`src/rtl/ds_pkg.sv`:
```
// Shared widths, constants and the saturating adder for the second-order
// delta-sigma modulator and its noise-shaping core.
package ds_pkg;
    localparam int WIDTH    = 20;
    localparam int LOG2_OSR = 8;
    localparam int IW       = WIDTH + 4;
    localparam int OSR      = 1 << LOG2_OSR;

    localparam logic        [WIDTH-1:0] MIDSCALE = {1'b1, {(WIDTH-1){1'b0}}};
    localparam logic signed [IW-1:0]    INT_MAX  = {1'b0, {(IW-1){1'b1}}};
    localparam logic signed [IW-1:0]    INT_MIN  = {1'b1, {(IW-1){1'b0}}};

    typedef struct packed {
        logic                 clamped;
        logic signed [IW-1:0] value;
    } sat_t;

    // Three integrator-sized operands are summed with two guard bits so the
    // raw sum can never wrap before it is clamped.
    function automatic sat_t satAdd(input logic signed [IW-1:0] a,
                                    input logic signed [IW-1:0] b,
                                    input logic signed [IW-1:0] c);
        logic signed [IW+1:0] sum;
        sat_t                 r;
        sum       = (IW+2)'(a) + (IW+2)'(b) + (IW+2)'(c);
        r.clamped = 1'b1;
        r.value   = INT_MAX;
        if (sum > (IW+2)'(INT_MAX)) begin
            r.value = INT_MAX;
        end else if (sum < (IW+2)'(INT_MIN)) begin
            r.value = INT_MIN;
        end else begin
            r.clamped = 1'b0;
            r.value   = sum[IW-1:0];
        end
        return r;
    endfunction
endpackage

```
`src/rtl/ds_mod2_core.sv`:
```
// Second-order noise shaper: two saturating integrators and a 1-bit quantizer
// whose registered decision is fed back as +/- midscale.
module ds_mod2_core
    import ds_pkg::*;
(
    input  logic                    clk,
    input  logic                    rst_n,
    input  logic                    en,
    input  logic signed [WIDTH-1:0] u,
    output logic                    out,
    output logic                    sat
);
    localparam logic signed [IW-1:0] VPOS = IW'(MIDSCALE);
    localparam logic signed [IW-1:0] VNEG = -VPOS;

    logic signed [IW-1:0] i1_q, i1_d;
    logic signed [IW-1:0] i2_q, i2_d;
    logic signed [IW-1:0] negV;
    logic                 out_q, out_d;
    logic                 sat_q, sat_d;
    sat_t                 s1, s2;

    // The second integrator consumes the first one's new value, which gives
    // the classic (1 - z^-1)^2 noise transfer with a one-sample signal delay.
    always_comb begin
        negV  = out_q ? VNEG : VPOS;
        s1    = satAdd(i1_q, IW'(u), negV);
        s2    = satAdd(i2_q, s1.value, negV);
        i1_d  = i1_q;
        i2_d  = i2_q;
        out_d = out_q;
        sat_d = sat_q;
        if (en) begin
            i1_d  = s1.value;
            i2_d  = s2.value;
            out_d = ~s2.value[IW-1];
            sat_d = sat_q | s1.clamped | s2.clamped;
        end
    end

    always_ff @(posedge clk or negedge rst_n) begin
        if (!rst_n) begin
            i1_q  <= '0;
            i2_q  <= '0;
            out_q <= 1'b0;
            sat_q <= 1'b0;
        end else begin
            i1_q  <= i1_d;
            i2_q  <= i2_d;
            out_q <= out_d;
            sat_q <= sat_d;
        end
    end

    assign out = out_q;
    assign sat = sat_q;
endmodule

```
`src/rtl/ds_modulator.sv`:
```
// Delta-sigma DAC front end: one-deep sample buffer, OSR phase counter and a
// linear interpolator feeding the second-order noise-shaping core.
module ds_modulator
    import ds_pkg::*;
(
    input  logic             clk,
    input  logic             rst_n,
    input  logic             en,
    input  logic [WIDTH-1:0] in_data,
    input  logic             in_valid,
    output logic             in_ready,
    output logic             out,
    output logic             underrun,
    output logic             sat
);
    localparam int AW = WIDTH + LOG2_OSR;

    logic [LOG2_OSR-1:0]    phase_q, phase_d;
    logic [WIDTH-1:0]       next_q, next_d;
    logic                   next_full_q, next_full_d;
    logic [WIDTH-1:0]       cur_q, cur_d;
    logic [AW-1:0]          acc_q, acc_d;
    logic signed [WIDTH:0]  delta_q, delta_d;
    logic                   underrun_q, underrun_d;
    logic                   transfer;
    logic                   boundary;
    logic [WIDTH-1:0]       x;
    logic signed [WIDTH-1:0] u;

    assign in_ready = ~next_full_q;
    assign transfer = in_valid & ~next_full_q;
    assign boundary = en & (&phase_q);

    // At each boundary the accumulator restarts from the outgoing sample and
    // then walks toward the new one by delta per cycle, so x lands on the new
    // sample exactly OSR cycles later. An empty buffer repeats the last value.
    always_comb begin
        phase_d     = phase_q;
        next_d      = next_q;
        next_full_d = next_full_q;
        cur_d       = cur_q;
        acc_d       = acc_q;
        delta_d     = delta_q;
        underrun_d  = underrun_q;
        if (en) begin
            phase_d = phase_q + LOG2_OSR'(1);
        end
        if (boundary) begin
            acc_d = {cur_q, {LOG2_OSR{1'b0}}};
            if (next_full_q) begin
                cur_d       = next_q;
                delta_d     = $signed({1'b0, next_q}) - $signed({1'b0, cur_q});
                next_full_d = 1'b0;
            end else begin
                delta_d    = '0;
                underrun_d = 1'b1;
            end
        end else if (en) begin
            acc_d = acc_q + AW'(delta_q);
        end
        if (transfer) begin
            next_d      = in_data;
            next_full_d = 1'b1;
        end
    end

    always_ff @(posedge clk or negedge rst_n) begin
        if (!rst_n) begin
            phase_q     <= '0;
            next_q      <= '0;
            next_full_q <= 1'b0;
            cur_q       <= MIDSCALE;
            acc_q       <= {MIDSCALE, {LOG2_OSR{1'b0}}};
            delta_q     <= '0;
            underrun_q  <= 1'b0;
        end else begin
            phase_q     <= phase_d;
            next_q      <= next_d;
            next_full_q <= next_full_d;
            cur_q       <= cur_d;
            acc_q       <= acc_d;
            delta_q     <= delta_d;
            underrun_q  <= underrun_d;
        end
    end

    assign x = acc_q[AW-1:LOG2_OSR];
    assign u = $signed({~x[WIDTH-1], x[WIDTH-2:0]});

    ds_mod2_core u_core (
        .clk   (clk),
        .rst_n (rst_n),
        .en    (en),
        .u     (u),
        .out   (out),
        .sat   (sat)
    );

    assign underrun = underrun_q;
endmodule

```
`config.mk`:
```
export PLATFORM = sky130hd
export DESIGN_NAME = ds_modulator
export DESIGN_NICKNAME = d
export VERILOG_FILES = /design/src/rtl/ds_pkg.sv /design/src/rtl/ds_mod2_core.sv /design/src/rtl/ds_modulator.sv
export SDC_FILE = /design/constraint.sdc
export NUM_CORES = 1
export LEC_CHECK = 0
export ABC_AREA = 0
export CORE_MARGIN = 5
export CORE_UTILIZATION = 64
export CTS_CLUSTER_DIAMETER = 100
export DETAILED_ROUTE_END_ITERATION = 12
export GPL_ROUTABILITY_DRIVEN = 0
export PLACE_DENSITY = 0.93
export REMOVE_ABC_BUFFERS = 1
export SETUP_SLACK_MARGIN = 0.2
export SLEW_MARGIN = 30
export SYNTH_ARGS = -nofsm -noshare
export SYNTH_HDL_FRONTEND = slang
export SYNTH_SLANG_ARGS = --single-unit
```
`constraint.sdc`:
```
create_clock -name clk -period 8.4 [get_ports clk]
set_input_delay 1.68 -clock clk [delete_from_list [all_inputs] [get_ports clk]]
set_output_delay 1.68 -clock clk [all_outputs]
set_load 0.005 [all_outputs]
```
==> metrics.txt, run 1 <==
endpoint with the worst hold slack=underrun; area of the core=17800 sq um; number of instances resized during post-cts repair=0; initial standard-cell utilization of the core=0.646; Post-Synthesis Mean Instance Area=9.40 sq um; HPWL after detailed placement=about 19000 um; Post-synth EDFFs=0; worst path arrival time=between 7 and 8 ns; worst reg2reg startpoint=u_core.out; netlist area before placement=11500 sq um; floorplan row count=49; wire length of the first global-routing pass=46100 um; Die Area=approximately 21000 sq um; post-detailed-route via-to-cell ratio=~6.5; Inserted Diodes=0; count of filler cells inserted in the layout=1171; Min-Delay Startpoint=underrun; Cells on Worst Hold Path=1; number of global-route vias before repair=between 9000 and 10000; root buffer cell=sky130_fd_sc_hd__clkbuf_16; area of combinational cells with multiple inputs=7300 sq um; top_reg_cell synth=sky130_fd_sc_hd__dfrtp_1; final routed wire length divided by cell count=19.0 um; count of unresolved DRC violations after routing=0; worst setup timing slack at the placement stage=0.909 ns; total number of yosys warnings=0; Die H=144 um; most area-hungry cell type in the Yosys netlist=sky130_fd_sc_hd__dfrtp_1; total congestion overflow=0; required time of the critical path=8.67 ns; type of origin of the critical path=register; Clock Path Buffers=2; horizontal die dimension=144 um; total routed wirelength=28200 um; min cycle time layout=7.40 ns; area fraction of the dominant cell type after synthesis=0.319; Max-Slew Margin vs Limit=0.435; total negative slack for setup checks=0 ns; Fmax achieved=135 MHz; fin. max-slew vios=0; number of sinks driven by the clock tree=149; final hold violations=0; maximum single-stage delay on the critical path=0.68 ns; Pre-Repair DR Iteration Count=5; Min-Delay Path Class=reg -> reg; largest clock skew in the final design=0.00875 ns; clock transition time at the flip-flop clock pins of the worst setup and hold paths=0.07 ns; max capacitance violation total=0; chain of cells forming the critical path=inv_1 -> fa_1 -> inv_1 -> ha_1 -> nand2_1 -> or3_1 -> o21ba_1 -> o21ai_1 -> nor3_1 -> or3_4 -> a211oi_4 -> buf_6 -> buf_4 -> a21o_4 -> ha_1 -> ha_1 -> a211o_1 -> o31ai_1 -> o21ai_0 -> o221ai_1 -> xor2_1 -> a21oi_2 -> nor2_2 -> a21oi_1; ys async rst share=1.00; initial detailed-routing violation count=921; number of synthesized register bits=149; run status=finished, final reports clean; R2R setup slack=1.0 ns; total CTS buffers=17; area delta synth->final=9.20%; overall fraction of global-route tracks in use=0.275; Setup WS post-layout=~1 ns; worst reg2reg endpoint=u_core.i2_q[12]; register cell area after layout=3730 sq um; number of antenna violations at the first check in global routing=0; share of the clock period used by the worst path=0.881; TritonCTS clock tree=yes; standard cell with the maximum stage delay on the critical path=sky130_fd_sc_hd__nor2_2; unique cell type count in the Yosys netlist=83; quantity of I/O buffers inserted on ports=27; maximum number of pins on one net before global-route repair=between 70 and 80; io pins=28; family with the most delay on the worst path=compound AO/OA/AOI/OAI gates; residual antenna-violating net count after detailed routing=0; main area contributors after synthesis=sky130_fd_sc_hd__dfrtp_1 (32%), sky130_fd_sc_hd__ha_1 (15%), sky130_fd_sc_hd__a21oi_1 (5.2%); final net count=around 1400; post-CTS setup buffer count=0; worst-path maximum fanout=17; sequential element share of the synthesized area=0.324; cell count after synthesis=1226; Clock H-tree levels=4; Hold-fix buffers, CTS=0; CP endpoint kind=register; number of buffers and inverters on the critical path=4; layout cells sized above 1=0.109; setup violation total in the final timing report=0; Worst Path Class, Setup=reg -> reg; worst reg-to-reg path cell count=24; pin slew with the least headroom to its limit=0.847 ns; via count=~9700; Most common cell on crit path=sky130_fd_sc_hd__ha_1; source-to-sink clock delay at the later pin of the worst-skew pair=between 0.4 and 0.5 ns; setup repair after global routing missed its margin=false
==> cells in the mapped netlist, drive strengths merged (4+ instances only) <==
cell     number
a2111oi       7
a211o         6
a211oi       14
a21o         49
a21oi       121
a22oi         5
a31oi         8
and3          9
buf           8
clkbuf       28
dfrtp       147
fa           12
ha          136
inv          88
mux2         58
nand2       101
nand2b       12
nand3        26
nand4         9
nor2         73
nor2b        13
nor3         14
nor3b         6
o211ai        9
o21a         18
o21ai        76
o21bai       10
o2bb2ai       7
o31a          5
o31ai         8
o41ai         5
or2           6
or3           8
or4           4
xnor2        42
xor2         34
==> registers in the layout (all words and copies together), names as in the netlist <==
signal,flops
u_core.out,1
delta_q,21
cur_q,20
u_core.i1_q,24
next_q,20
u_core.sat,1
underrun,1
phase_q,8
u_core.i2_q,24
next_full_q,1
acc_q,28
==> cells by family after synthesis <==
family | count (synthesis) | share of synthesized area
buffers and inverters | 125 | 0.0436
XOR/XNOR | 76 | 0.0578
flip-flops | 149 | 0.324
adder cells (fa/ha/maj) | 148 | 0.169
AO/OA/AOI/OAI | 376 | 0.224
AND/OR/NAND/NOR | 294 | 0.122
multiplexers | 58 | 0.0603
==> cell type report <==
cell class                 count  area share
clock buffer                  20      0.0355
clock inverter                12      0.0114
inverter                      89      0.0265
multi-input combinational    952       0.580
sequential                   149       0.297
tap                          229      0.0228
timing repair buffer          36      0.0273
==> layout by cell type (no fill, tap or decap), types with 14 or more instances in the layout <==
master                            Yosys  routed
sky130_fd_sc_hd__inv_1               88      88
sky130_fd_sc_hd__o21ai_0             70      70
sky130_fd_sc_hd__nand3_1             26      26
sky130_fd_sc_hd__nand2_1            101     101
sky130_fd_sc_hd__clkbuf_16            0      17
sky130_fd_sc_hd__nor2_1              72      72
sky130_fd_sc_hd__a21o_1              37      37
sky130_fd_sc_hd__clkdlybuf4s50_1      0      25
sky130_fd_sc_hd__xor2_1              34      34
sky130_fd_sc_hd__nor3_1              14      14
sky130_fd_sc_hd__dfrtp_1            147     147
sky130_fd_sc_hd__o21a_1              15      15
sky130_fd_sc_hd__xnor2_1             42      42
sky130_fd_sc_hd__a21oi_1            120     120
sky130_fd_sc_hd__mux2_2              45      45
sky130_fd_sc_hd__ha_1               136     136
==> layer usage <==
metal / GRT usage / part of all wire / vias to the layer above
met4: 0.0997 / 0.029 / 0
met1: 0.340 / 0.40 / 4699
met3: 0.0506 / 0.064 / 103
li1: - / - / 4471
met5: 0 / 0 / -
met2: 0.481 / 0.51 / 410
==> metrics by stage <==
stage,util,area (sq um),std cells,hold WS (ns)
floorplan,-,11400,1190,0.438
global placement,0.671,12000,1454,0.440
detailed placement,0.671,12000,1454,0.454
CTS,0.704,12600,1486,0.474
global route,0.705,12600,1487,0.503
finish,0.705,12600,1487,0.467
==> worst max path at each step <==
stage	from	endpoint	slack, ns	depth (start not counted)
2_1_floorplan	u_core.out	u_core.i2_q[18]	1.74	24
3_3_place_gp	u_core.out	u_core.i2_q[22]	1.23	24
3_5_place_dp	u_core.out	u_core.i2_q[22]	0.91	23
4_1_cts	u_core.out	u_core.i2_q[12]	0.82	24
5_1_grt	u_core.out	u_core.i2_q[12]	0.52	25
6_report	u_core.out	u_core.i2_q[12]	1.0	24
Power of run 1 is not shown: default switching activity piles up to over one toggle a cycle in this logic, so the estimate is an artifact.
==> run 2, diff against run 1 <==
--- a/config.mk
+++ b/config.mk
@@ -11,10 +11,11 @@
 export CTS_CLUSTER_DIAMETER = 100
 export DETAILED_ROUTE_END_ITERATION = 12
 export GPL_ROUTABILITY_DRIVEN = 0
-export PLACE_DENSITY = 0.93
+export PLACE_DENSITY = 0.8
 export REMOVE_ABC_BUFFERS = 1
 export SETUP_SLACK_MARGIN = 0.2
 export SLEW_MARGIN = 30
 export SYNTH_ARGS = -nofsm -noshare
 export SYNTH_HDL_FRONTEND = slang
 export SYNTH_SLANG_ARGS = --single-unit
+export TNS_END_PERCENT = 100
==> metrics.txt, run 2 (synthesis gave the netlist of run 1 again) <==
number of sinks driven by the clock tree=149; via count=9164; floorplan row count=49; HPWL after detailed placement=18500 um; Clock H-tree levels=4; met2 Usage GRT=0.422; worst reg-to-reg path cell count=26; worst-path maximum fanout=24; wire length of the first global-routing pass=43400 um; Die Area=20800 sq um; min cycle time layout=between 7 and 8 ns; total CTS buffers=17; total negative slack for setup checks=0 ns; maximum number of pins on one net before global-route repair=91; commonest non-fill, non-tap cell in the layout=sky130_fd_sc_hd__dfrtp_1; Worst Setup EP=u_core.i2_q[21]; setup repair after global routing missed its margin=false; total congestion overflow=0; number of antenna violations at the first check in global routing=1; quantity of I/O buffers inserted on ports=27; initial standard-cell utilization of the core=0.646; type of origin of the critical path=register; count of filler cells inserted in the layout=1373; Largest register FFs=28; count of unresolved DRC violations after routing=0; commonest cells after routing, fill and taps aside=sky130_fd_sc_hd__dfrtp_1 (147), sky130_fd_sc_hd__ha_1 (136), sky130_fd_sc_hd__a21oi_1 (120); run status=finished, final reports clean; residual antenna-violating net count after detailed routing=0; area of the core=17800 sq um; fin util=0.707; layout cells sized above 1=0.110; Hold-fix buffers, CTS=0; pin slew with the least headroom to its limit=0.865 ns; overall fraction of global-route tracks in use=0.260; TritonCTS clock tree=yes; met3 Usage GRT=0.0529; max capacitance violation total=0; Max-Slew Margin vs Limit=0.423; worst reg2reg endpoint=u_core.i2_q[21]; R2R setup slack=1.29 ns; setup violation total in the final timing report=0; Die H=144 um; final hold violations=0; worst reg2reg startpoint=u_core.out; required time of the critical path=between 8 and 9 ns; Worst Path Class, Setup=reg -> reg; busiest grt layer=met2; initial detailed-routing violation count=628; source-to-sink clock delay at the later pin of the worst-skew pair=0.45 ns; final routed wire length divided by cell count=approximately 18 um; Min-Delay Path Class=reg -> reg; clock transition time at the flip-flop clock pins of the worst setup and hold paths=0.07 ns; final instance count without filler cells=between 1000 and 1500; Clock Path Buffers=2; Pre-Repair DR Iteration Count=5; Top Registers=acc_q (28), u_core.i1_q (24), u_core.i2_q (24); io pins=28; Worst Setup SP=u_core.out; total routed wirelength=26000 um; share of the clock period used by the worst path=0.847; Inserted Diodes=0; CP endpoint kind=register; post-detailed-route via-to-cell ratio=6.17; largest clock skew in the final design=0.0149 ns; final net count=1416; Fmax achieved=141 MHz; number of instances resized during post-cts repair=0; number of placed cells counting well taps=between 1000 and 1500; GR met1 Demand/Resource=0.351; post-CTS setup buffer count=0; Biggest register=acc_q; fin. max-slew vios=0; number of global-route vias before repair=about 9000; area delta synth->final=9.40%; horizontal die dimension=144 um; worst path arrival time=7.39 ns; root buffer cell=sky130_fd_sc_hd__clkbuf_16
==> run 2: worst min-delay path by stage <==
stage	from	to	slack, ns	depth (start not counted)
finish	phase_q[5]	phase_q[5]	0.46	1
global route	phase_q[3]	phase_q[3]	0.49	1
CTS	phase_q[5]	phase_q[5]	0.47	1
detailed placement	phase_q[5]	phase_q[5]	0.46	1
global placement	underrun	underrun	0.45	1
floorplan	phase_q[3]	phase_q[3]	0.44	1
==> run 2: worst max-delay path: stages (launching register included) <==
cell and delay [ns]:
sky130_fd_sc_hd__dfrtp_1 0.39, sky130_fd_sc_hd__inv_1 0.24, sky130_fd_sc_hd__fa_1 0.60, sky130_fd_sc_hd__inv_1 0.05
sky130_fd_sc_hd__ha_1 0.37, sky130_fd_sc_hd__nand2_1 0.10, sky130_fd_sc_hd__or3_1 0.40, sky130_fd_sc_hd__o21ba_1 0.21
sky130_fd_sc_hd__o21ai_1 0.24, sky130_fd_sc_hd__nor3_1 0.11, sky130_fd_sc_hd__or3_4 0.41, sky130_fd_sc_hd__a211oi_4 0.16
sky130_fd_sc_hd__buf_4 0.36, sky130_fd_sc_hd__o21a_4 0.20, sky130_fd_sc_hd__ha_1 0.13, sky130_fd_sc_hd__ha_1 0.18
sky130_fd_sc_hd__inv_1 0.06, sky130_fd_sc_hd__fa_1 0.38, sky130_fd_sc_hd__nand2b_1 0.18, sky130_fd_sc_hd__a21oi_1 0.27
sky130_fd_sc_hd__o31ai_1 0.16, sky130_fd_sc_hd__o21ai_0 0.25, sky130_fd_sc_hd__o221ai_1 0.18, sky130_fd_sc_hd__xor2_1 0.34
sky130_fd_sc_hd__a21oi_2 0.17, sky130_fd_sc_hd__nor2_2 0.63, sky130_fd_sc_hd__a22oi_1 0.15
==> run 2: per-stage QoR <==
stage / hold WS (ns) / cell area (sq um) / setup WS, ns
floorplan: 0.438 / 11400 / 1.74
global placement: 0.446 / 12000 / 1.60
detailed placement: 0.457 / 12000 / 1.37
CTS: 0.471 / 12600 / 1.29
global route: 0.489 / 12600 / 0.681
finish: 0.463 / 12600 / 1.29
==> run 2: cell type report <==
cell class	instances	area, sq um	share of cell area
clock buffers	17	425	0.0337
clock inverters	15	204	0.0162
repair buffers	35	329	0.0261
flip-flops and latches	149	3730	0.296
inverters	89	334	0.0265
well taps	229	287	0.0227
multi-input cells	952	7300	0.579
==> run 2: layer usage <==
metal,wire length (um),up-vias
met4,667,2
met3,1390,58
met1,11600,4399
met2,12400,225
li1,-,4480
met5,13,-
Power of run 2 is left out for the same reason.
